**src/rtl/snoop_dcache_pkg.sv**
```systemverilog
// Shared types for the snooping data cache: MSI line state, controller state
// and the default word-address field layout.
package cpu_types_pkg;

  typedef enum logic [1:0] {
    MSI_I = 2'b00,
    MSI_S = 2'b01,
    MSI_M = 2'b10
  } msi_t;

  // Encodings kept identical to the legacy localparam values.
  typedef enum logic [3:0] {
    IDLE      = 4'd0,
    WB1       = 4'd1,
    WB2       = 4'd2,
    FILL1     = 4'd3,
    FILL2     = 4'd4,
    SNOOP     = 4'd5,
    SWB1      = 4'd6,
    SWB2      = 4'd7,
    FLUSH     = 4'd8,
    FLUSH_WB1 = 4'd9,
    FLUSH_WB2 = 4'd10,
    DONE      = 4'd11
  } dstate_t;

  typedef struct packed {
    logic [25:0] tag;
    logic [2:0]  idx;
    logic        blkoff;
    logic [1:0]  bytoff;
  } dcachef_t;

endpackage

```
**src/rtl/snoop_dcache_if.sv**
```systemverilog
// Datapath, memory-controller and coherence-bus signals of one data cache.
interface snoop_dcache_if;
  logic        dmemREN;
  logic        dmemWEN;
  logic [31:0] dmemaddr;
  logic [31:0] dmemstore;
  logic [31:0] dmemload;
  logic        dhit;
  logic        halt;
  logic        flushed;
  logic        dREN;
  logic        dWEN;
  logic [31:0] daddr;
  logic [31:0] dstore;
  logic [31:0] dload;
  logic        dwait;
  logic        cctrans;
  logic        ccwrite;
  logic        ccwait;
  logic        ccinv;
  logic [31:0] ccsnoopaddr;

  modport master (
    input  dmemREN, dmemWEN, dmemaddr, dmemstore, halt, dload, dwait,
           ccwait, ccinv, ccsnoopaddr,
    output dmemload, dhit, flushed, dREN, dWEN, daddr, dstore, cctrans, ccwrite
  );

  modport slave (
    output dmemREN, dmemWEN, dmemaddr, dmemstore, halt, dload, dwait,
           ccwait, ccinv, ccsnoopaddr,
    input  dmemload, dhit, flushed, dREN, dWEN, daddr, dstore, cctrans, ccwrite
  );
endinterface

```
**src/rtl/snoop_dcache_cmp.sv**
```systemverilog
// Tag/index lookup of a word address against the line arrays.
module dcache_snoop_cmp
  import cpu_types_pkg::*;
#(
  parameter  int unsigned SETS = 8,
  localparam int unsigned IW   = $clog2(SETS),
  localparam int unsigned TW   = 29 - IW
) (
  input  logic [31:0]   addr,
  input  logic [TW-1:0] tags   [SETS],
  input  msi_t          states [SETS],
  output logic          hit,
  output msi_t          state,
  output logic [IW-1:0] idx
);
  assign idx   = addr[3 +: IW];
  assign state = states[idx];
  assign hit   = (state != MSI_I) && (tags[idx] == addr[31 -: TW]);
endmodule

```
**src/rtl/snoop_dcache.sv**
```systemverilog
// Direct-mapped, two-word-block MSI data cache with write-back, snoop
// write-back and halt-time flush.
module snoop_dcache
  import cpu_types_pkg::*;
#(
  parameter int unsigned CPUID = 0,
  parameter int unsigned SETS  = 8
) (
  input logic CLK,
  input logic nRST,
  snoop_dcache_if.master bus
);
  localparam int unsigned IW = $clog2(SETS);
  localparam int unsigned TW = 29 - IW;

  logic [TW-1:0] tags   [SETS];
  msi_t          states [SETS];
  logic [31:0]   data0  [SETS];
  logic [31:0]   data1  [SETS];

  dstate_t       state, ret_state;
  logic [31:0]   fill_buf;
  logic [IW-1:0] flush_idx, snoop_idx;
  logic          snoop_inv, flushed_q;

  logic          req_hit, snp_hit;
  msi_t          req_st, snp_st;
  logic [IW-1:0] req_idx, snp_idx;

  dcache_snoop_cmp #(.SETS(SETS)) u_req_cmp (
    .addr(bus.dmemaddr), .tags(tags), .states(states),
    .hit(req_hit), .state(req_st), .idx(req_idx)
  );

  dcache_snoop_cmp #(.SETS(SETS)) u_snp_cmp (
    .addr(bus.ccsnoopaddr), .tags(tags), .states(states),
    .hit(snp_hit), .state(snp_st), .idx(snp_idx)
  );

  logic          req_wr, req_any, hit_ok, idle_hit, last_set;
  logic [TW-1:0] req_tag;
  logic          req_off;

  // A simultaneous load and store request is handled as a store.
  assign req_wr   = bus.dmemWEN;
  assign req_any  = bus.dmemREN | bus.dmemWEN;
  assign req_tag  = bus.dmemaddr[31 -: TW];
  assign req_off  = bus.dmemaddr[2];
  assign hit_ok   = req_hit && ((req_st == MSI_M) || !req_wr);
  assign idle_hit = (state == IDLE) && req_any && hit_ok && !bus.ccwait && !bus.halt;
  assign last_set = (flush_idx == IW'(SETS - 1));

  always_comb begin
    bus.dhit     = 1'b0;
    bus.dmemload = '0;
    bus.dREN     = 1'b0;
    bus.dWEN     = 1'b0;
    bus.daddr    = '0;
    bus.dstore   = '0;
    bus.cctrans  = 1'b0;
    bus.ccwrite  = 1'b0;
    bus.flushed  = flushed_q;
    case (state)
      IDLE: begin
        bus.dhit     = idle_hit;
        bus.dmemload = idle_hit ? (req_off ? data1[req_idx] : data0[req_idx]) : '0;
      end
      WB1, WB2: begin
        bus.dWEN   = 1'b1;
        bus.daddr  = {tags[req_idx], req_idx, state == WB2, 2'b00};
        bus.dstore = (state == WB2) ? data1[req_idx] : data0[req_idx];
      end
      FILL1, FILL2: begin
        bus.cctrans = 1'b1;
        bus.dREN    = 1'b1;
        bus.ccwrite = req_wr;
        bus.daddr   = {req_tag, req_idx, state == FILL2, 2'b00};
      end
      SWB1, SWB2: begin
        bus.dWEN   = 1'b1;
        bus.daddr  = {tags[snoop_idx], snoop_idx, state == SWB2, 2'b00};
        bus.dstore = (state == SWB2) ? data1[snoop_idx] : data0[snoop_idx];
      end
      FLUSH_WB1, FLUSH_WB2: begin
        bus.dWEN   = 1'b1;
        bus.daddr  = {tags[flush_idx], flush_idx, state == FLUSH_WB2, 2'b00};
        bus.dstore = (state == FLUSH_WB2) ? data1[flush_idx] : data0[flush_idx];
      end
      default: ;
    endcase
  end

  always_ff @(posedge CLK, negedge nRST) begin
    if (!nRST) begin
      state     <= IDLE;
      ret_state <= IDLE;
      fill_buf  <= '0;
      flush_idx <= '0;
      snoop_idx <= '0;
      snoop_inv <= 1'b0;
      flushed_q <= 1'b0;
      for (int unsigned i = 0; i < SETS; i++) begin
        tags[i]   <= '0;
        states[i] <= MSI_I;
        data0[i]  <= '0;
        data1[i]  <= '0;
      end
    end else begin
      case (state)
        IDLE: begin
          if (bus.ccwait) begin
            state     <= SNOOP;
            ret_state <= IDLE;
          end else if (bus.halt) begin
            state     <= FLUSH;
            flush_idx <= '0;
          end else if (req_any) begin
            if (hit_ok) begin
              if (req_wr) begin
                if (req_off) data1[req_idx] <= bus.dmemstore;
                else         data0[req_idx] <= bus.dmemstore;
              end
            end else if (req_st == MSI_M) begin
              state <= WB1;
            end else begin
              state <= FILL1;
            end
          end
        end
        WB1: if (!bus.dwait) state <= WB2;
        WB2: if (!bus.dwait) begin
          states[req_idx] <= MSI_I;
          state           <= FILL1;
        end
        // A snoop arriving before the first fill word is accepted pre-empts
        // the fill; the fill restarts from word 0 afterwards.
        FILL1: begin
          if (!bus.dwait) begin
            fill_buf <= bus.dload;
            state    <= FILL2;
          end else if (bus.ccwait) begin
            state     <= SNOOP;
            ret_state <= FILL1;
          end
        end
        FILL2: if (!bus.dwait) begin
          data0[req_idx]  <= fill_buf;
          data1[req_idx]  <= bus.dload;
          tags[req_idx]   <= req_tag;
          states[req_idx] <= req_wr ? MSI_M : MSI_S;
          state           <= IDLE;
        end
        SNOOP: begin
          snoop_idx <= snp_idx;
          snoop_inv <= bus.ccinv;
          if (snp_hit && (snp_st == MSI_M)) begin
            state <= SWB1;
          end else begin
            if (snp_hit && bus.ccinv) states[snp_idx] <= MSI_I;
            state <= ret_state;
          end
        end
        SWB1: if (!bus.dwait) state <= SWB2;
        SWB2: if (!bus.dwait) begin
          states[snoop_idx] <= snoop_inv ? MSI_I : MSI_S;
          state             <= ret_state;
        end
        FLUSH: begin
          if (states[flush_idx] == MSI_M) begin
            state <= FLUSH_WB1;
          end else if (last_set) begin
            state     <= DONE;
            flushed_q <= 1'b1;
          end else begin
            flush_idx <= flush_idx + 1'b1;
          end
        end
        FLUSH_WB1: if (!bus.dwait) state <= FLUSH_WB2;
        FLUSH_WB2: if (!bus.dwait) begin
          states[flush_idx] <= MSI_I;
          if (last_set) begin
            state     <= DONE;
            flushed_q <= 1'b1;
          end else begin
            flush_idx <= flush_idx + 1'b1;
            state     <= FLUSH;
          end
        end
        DONE: if (bus.ccwait) begin
          state     <= SNOOP;
          ret_state <= DONE;
        end
        default: state <= IDLE;
      endcase
    end
  end
endmodule

```
**src/flat_wrapper.sv**
```systemverilog
// flat-port wrapper written by rule: the top's interface ports become plain ports
module snoop_dcache_flat import cpu_types_pkg::*;
#(
  parameter int unsigned CPUID = 0,
  parameter int unsigned SETS  = 8
)
  (CLK, nRST, bus_dmemREN, bus_dmemWEN, bus_dmemaddr, bus_dmemstore, bus_halt, bus_dload, bus_dwait, bus_ccwait, bus_ccinv, bus_ccsnoopaddr, bus_dmemload, bus_dhit, bus_flushed, bus_dREN, bus_dWEN, bus_daddr, bus_dstore, bus_cctrans, bus_ccwrite);
  snoop_dcache_if bus_i ();
  input logic CLK;
  input logic nRST;
  input wire logic [$bits(bus_i.dmemREN)-1:0] bus_dmemREN;
  input wire logic [$bits(bus_i.dmemWEN)-1:0] bus_dmemWEN;
  input wire logic [$bits(bus_i.dmemaddr)-1:0] bus_dmemaddr;
  input wire logic [$bits(bus_i.dmemstore)-1:0] bus_dmemstore;
  input wire logic [$bits(bus_i.halt)-1:0] bus_halt;
  input wire logic [$bits(bus_i.dload)-1:0] bus_dload;
  input wire logic [$bits(bus_i.dwait)-1:0] bus_dwait;
  input wire logic [$bits(bus_i.ccwait)-1:0] bus_ccwait;
  input wire logic [$bits(bus_i.ccinv)-1:0] bus_ccinv;
  input wire logic [$bits(bus_i.ccsnoopaddr)-1:0] bus_ccsnoopaddr;
  output wire logic [$bits(bus_i.dmemload)-1:0] bus_dmemload;
  output wire logic [$bits(bus_i.dhit)-1:0] bus_dhit;
  output wire logic [$bits(bus_i.flushed)-1:0] bus_flushed;
  output wire logic [$bits(bus_i.dREN)-1:0] bus_dREN;
  output wire logic [$bits(bus_i.dWEN)-1:0] bus_dWEN;
  output wire logic [$bits(bus_i.daddr)-1:0] bus_daddr;
  output wire logic [$bits(bus_i.dstore)-1:0] bus_dstore;
  output wire logic [$bits(bus_i.cctrans)-1:0] bus_cctrans;
  output wire logic [$bits(bus_i.ccwrite)-1:0] bus_ccwrite;
  assign bus_i.dmemREN = bus_dmemREN;
  assign bus_i.dmemWEN = bus_dmemWEN;
  assign bus_i.dmemaddr = bus_dmemaddr;
  assign bus_i.dmemstore = bus_dmemstore;
  assign bus_i.halt = bus_halt;
  assign bus_i.dload = bus_dload;
  assign bus_i.dwait = bus_dwait;
  assign bus_i.ccwait = bus_ccwait;
  assign bus_i.ccinv = bus_ccinv;
  assign bus_i.ccsnoopaddr = bus_ccsnoopaddr;
  assign bus_dmemload = bus_i.dmemload;
  assign bus_dhit = bus_i.dhit;
  assign bus_flushed = bus_i.flushed;
  assign bus_dREN = bus_i.dREN;
  assign bus_dWEN = bus_i.dWEN;
  assign bus_daddr = bus_i.daddr;
  assign bus_dstore = bus_i.dstore;
  assign bus_cctrans = bus_i.cctrans;
  assign bus_ccwrite = bus_i.ccwrite;
  snoop_dcache #(.CPUID(CPUID), .SETS(SETS)) u_core (.CLK(CLK), .nRST(nRST), .bus(bus_i));
endmodule
```
**config.mk**
```make
export PLATFORM = sky130hd
export DESIGN_NAME = snoop_dcache_flat
export DESIGN_NICKNAME = d
export VERILOG_FILES = /design/src/rtl/snoop_dcache_pkg.sv /design/src/rtl/snoop_dcache_if.sv /design/src/rtl/snoop_dcache_cmp.sv /design/src/rtl/snoop_dcache.sv /design/src/flat_wrapper.sv
export SDC_FILE = /design/constraint.sdc
export NUM_CORES = 2
export LEC_CHECK = 0
export CORE_ASPECT_RATIO = 0.7
export CORE_MARGIN = 2
export CORE_UTILIZATION = 45
export DETAILED_ROUTE_END_ITERATION = 8
export PLACE_DENSITY = 0.61
export SYNTH_ARGS = -nofsm -noshare
export SYNTH_HDL_FRONTEND = slang
export SYNTH_SLANG_ARGS = --single-unit
```
**constraint.sdc**
```tcl
create_clock -name CLK -period 4.9 [get_ports CLK]
set_input_delay 0.49 -clock CLK [delete_from_list [all_inputs] [get_ports CLK]]
set_output_delay 0.49 -clock CLK [all_outputs]
set_load 0.01 [all_outputs]
```
==> qor.yml <==
ant_nets: 0
cts.sinks: 782
grt_pass1_vias: 42900
grt_max_degree: 123
worst_pin_slew_ns: 1.20
cts_buffers: 84
r2r-start: "u_core.flush_idx[0]$_DFFE_PN0P_"
hold_viol: 0
min_period_over_period_pct: 99.5
root_buffer: "clkbuf_16"
grt_pass1_wl_um: 307000
synth_edf_count: 0
power_mw: 30.3
hp-class: "in -> reg"
synth_area_um2: 47500
endpoint: "bus_dmemload[22]"
first_pass_iters: 9
seq_area_frac_synth_pct: 41.2
arrival_ns: 4.39
worstPathMaxFanout: 6
boundaryPins: 238
syn_area_per_cell_um2: 10.7
r2r_slack_ns: 0.93
fin_skew_ns: 0.0383
gp_congestion: 0.956
drt_iter0_drc: 8762
rr_worst_depth: 10
port_buffers: 230
clkTransAtPathRegs_ns: 0.06
status: "finished clean"
drc: 0
ir_drop_mv: 0.587
max_freq_ghz: 0.205
viasPerCell: 7.43
ys_ff_latch: 782
overflow: 0
fin_nets: 4729
ys.warnings.count: 0
htreeDepth: 3
vias: 45100
cts_tree: "done"
ys_types: 67
drive_above_1_share_pct: 25.7
path_class: "reg -> out"
wirelength_um: 214000
fillers: 9124
netlist_instances: 4446
core_area_um2: 104000
power.leakage_nw: 23.3
antenna_found_initial: 7
power_density_nw_per_um2: 543
worstSkewPairLatency_ns: 0.72
initial_core_util_pct: 45.5
slew_headroom_pct: 20.0
critPathLaunchType: "flip-flop"
rsz0062_at_grt: "true"
dieWidth_um: 392
final_max_slew_viol_count: 0
setup_viol: 0
cp-end-kind: "output pin"
required_ns: 4.41
wl_per_cell_um: 35.3
utilization_pct: 53.4
row_count: 99
cts_buffer_depth: 3
ys.flop_type: "dfrtp_1"
critPathLaunch: "u_core.tags[4]$_DFFE_PN0P_"
area_growth_pct: 17.3
async_reset_ff_share_pct: 100
hpwl_um: 129000
period_minus_slack_ns: 4.88
rr_endpoint: "u_core.state[1]$_DFFE_PN0P_"
drv_cap: 0
die_y_um: 276
die-area_um2: 108000
grt.total_usage_pct: 38.6
[through the flow]
step	area (um2)	hold slack, ns	TNS [ns]	std cells	setup WS [ns]
3_3_place_gp	52600	0.457	-7.62	5901	-0.534
5_1_grt	55800	0.349	-0.0889	6070	-0.0322
6_report	55800	0.347	0	6072	0.0244
2_1_floorplan	47500	0.194	0	4447	0.868
3_5_place_dp	52600	0.462	-9.63	5901	-0.611
4_1_cts	55700	0.331	-0.00856	6063	-0.00446
[worst max-delay path, stage by stage, from the launching register on]
cell	delay (ns)
dfrtp_1	0.38
mux2_2	0.27
a22o_1	0.21
nor3_2	0.19
buf_4	0.16
xnor2_1	0.15
nor4_2	0.27
buf_4	0.17
nand4_1	0.13
buf_6	0.20
nor4_4	0.28
buf_4	0.17
o21ai_4	0.15
buf_12	0.21
buf_4	0.18
a211oi_4	0.25
dlygate4sd2_1	0.31
[synth_stat cells, types with 16 or more instances]
master,number,area share (%)
dfrtp_1,782,41
a22oi_1,748,12
mux2_2,636,15
nand2_1,404,3.2
clkbuf_1,292,2.3
a221oi_1,142,2.6
mux2_1,135,3.2
nor2_1,124,0.98
mux2i_1,111,2.3
a22o_1,100,1.8
a21oi_1,99,1.0
nand4_1,95,1.3
a31oi_1,80,1.1
buf_1,65,0.51
mux4_2,59,2.8
o21ai_0,47,0.49
buf_2,44,0.46
a211oi_1,36,0.57
buf_4,29,0.46
a41oi_1,26,0.48
nand3_1,26,0.27
xnor2_1,25,0.46
o211ai_1,24,0.38
o22ai_1,23,0.30
nor3_1,22,0.23
xor2_1,22,0.41
nor2b_1,19,0.25
a221o_1,16,0.34
nor4_1,16,0.21
[cell families (layout without fill, tap and decap cells)]
family | Yosys count | after routing | share of synthesized area, %
AOI/OAI and AO/OA | 1426 | 1426 | 22.6
muxes | 941 | 941 | 23.4
DFF | 782 | 782 | 41.2
and+or+nand+nor | 793 | 793 | 7.89
xor gates and xnor gates | 47 | 47 | 0.866
other | 1 | 6 | 0.00789
buffers and inverters | 454 | 661 | 4.07
adders and majority gates | 2 | 2 | 0.0526
[flip-flops by register name (all words and copies together) (netlist names)]
register	flops
u_core.data1	256
u_core.bus.flushed	1
u_core.ret_state	2
u_core.snoop_inv	1
u_core.tags	208
u_core.state	4
u_core.snoop_idx	3
u_core.states	16
u_core.flush_idx	3
u_core.fill_buf	32
u_core.data0	256
[power by group]
part	internal, mW	leakage (nW)	total (mW)	switching (mW)
registers	8.65	10.5	11.4	2.75
clock network	3.93	1.41	6.84	2.91
logic	4.77	11.4	12.0	7.25
[cell type report]
cell class              count  area, um2  share of cell area [%]
inverters                  15       56.3                   0.101
repair buffers            497       5030                    9.03
clock buffers             112       2360                    4.23
clock inverters            37        519                   0.931
multi-input cells        3211      26400                    47.4
flip-flops and latches    782      19600                    35.1
diodes                      4       10.0                  0.0180
well taps                1414       1770                    3.17
[cells in the final DEF (no fill, tap or decap), types with 16 or more instances in the layout]
cell type	Yosys	layout
a211oi_1	36	30
a21oi_1	99	98
a221o_1	16	16
a221oi_1	142	142
a22o_1	100	100
a22oi_1	748	748
a31oi_1	80	80
a41oi_1	26	26
buf_12	0	61
buf_4	29	209
clkbuf_16	0	84
clkdlybuf4s50_1	0	190
dfrtp_1	782	781
dlygate4sd2_1	0	22
mux2_1	135	135
mux2_2	636	636
mux2i_1	111	109
mux4_2	59	59
nand2_1	404	398
nand3_1	26	25
nand4_1	95	95
nor2_1	124	112
nor2b_1	19	17
nor3_4	9	17
o211ai_1	24	24
o21ai_0	47	47
o22ai_1	23	23
xnor2_1	25	24
xor2_1	22	22
[per-layer routing]
metal / vias up / global-route usage (%) / routed length (um)
li1: 17800 / - / -
met1: 22100 / 53.5 / 83800
met2: 4282 / 52.0 / 84500
met3: 953 / 15.6 / 34000
met4: 8 / 18.4 / 12000
met5: - / 0.216 / 80
[how the worst min path moves through the flow]
stage                                          startpoint                         endpoint  slack [ns]  cells after the start
final                                       bus_dload[10]  u_core.fill_buf[10]$_DFFE_PN0P_        0.35                      3
after global routing                         bus_dload[1]   u_core.fill_buf[1]$_DFFE_PN0P_        0.35                      3
after CTS                                   bus_dload[24]  u_core.fill_buf[24]$_DFFE_PN0P_        0.33                      3
after detailed placement   u_core.fill_buf[1]$_DFFE_PN0P_   u_core.fill_buf[1]$_DFFE_PN0P_        0.46                      2
after global placement    u_core.fill_buf[30]$_DFFE_PN0P_  u_core.fill_buf[30]$_DFFE_PN0P_        0.46                      2
after floorplan                                      nRST   u_core.bus.flushed$_DFFE_PN0P_        0.19                      0
[what timing repair did]
action	in CTS	in global routing
endpoints found under the setup margin	33	22
resized for setup	43	20
endpoints found under the hold margin	74	0
pin swaps	5	3
hold buffers	1	0
buffers inserted	12	5
No activity file was read; power rests on OpenSTA's default activity.
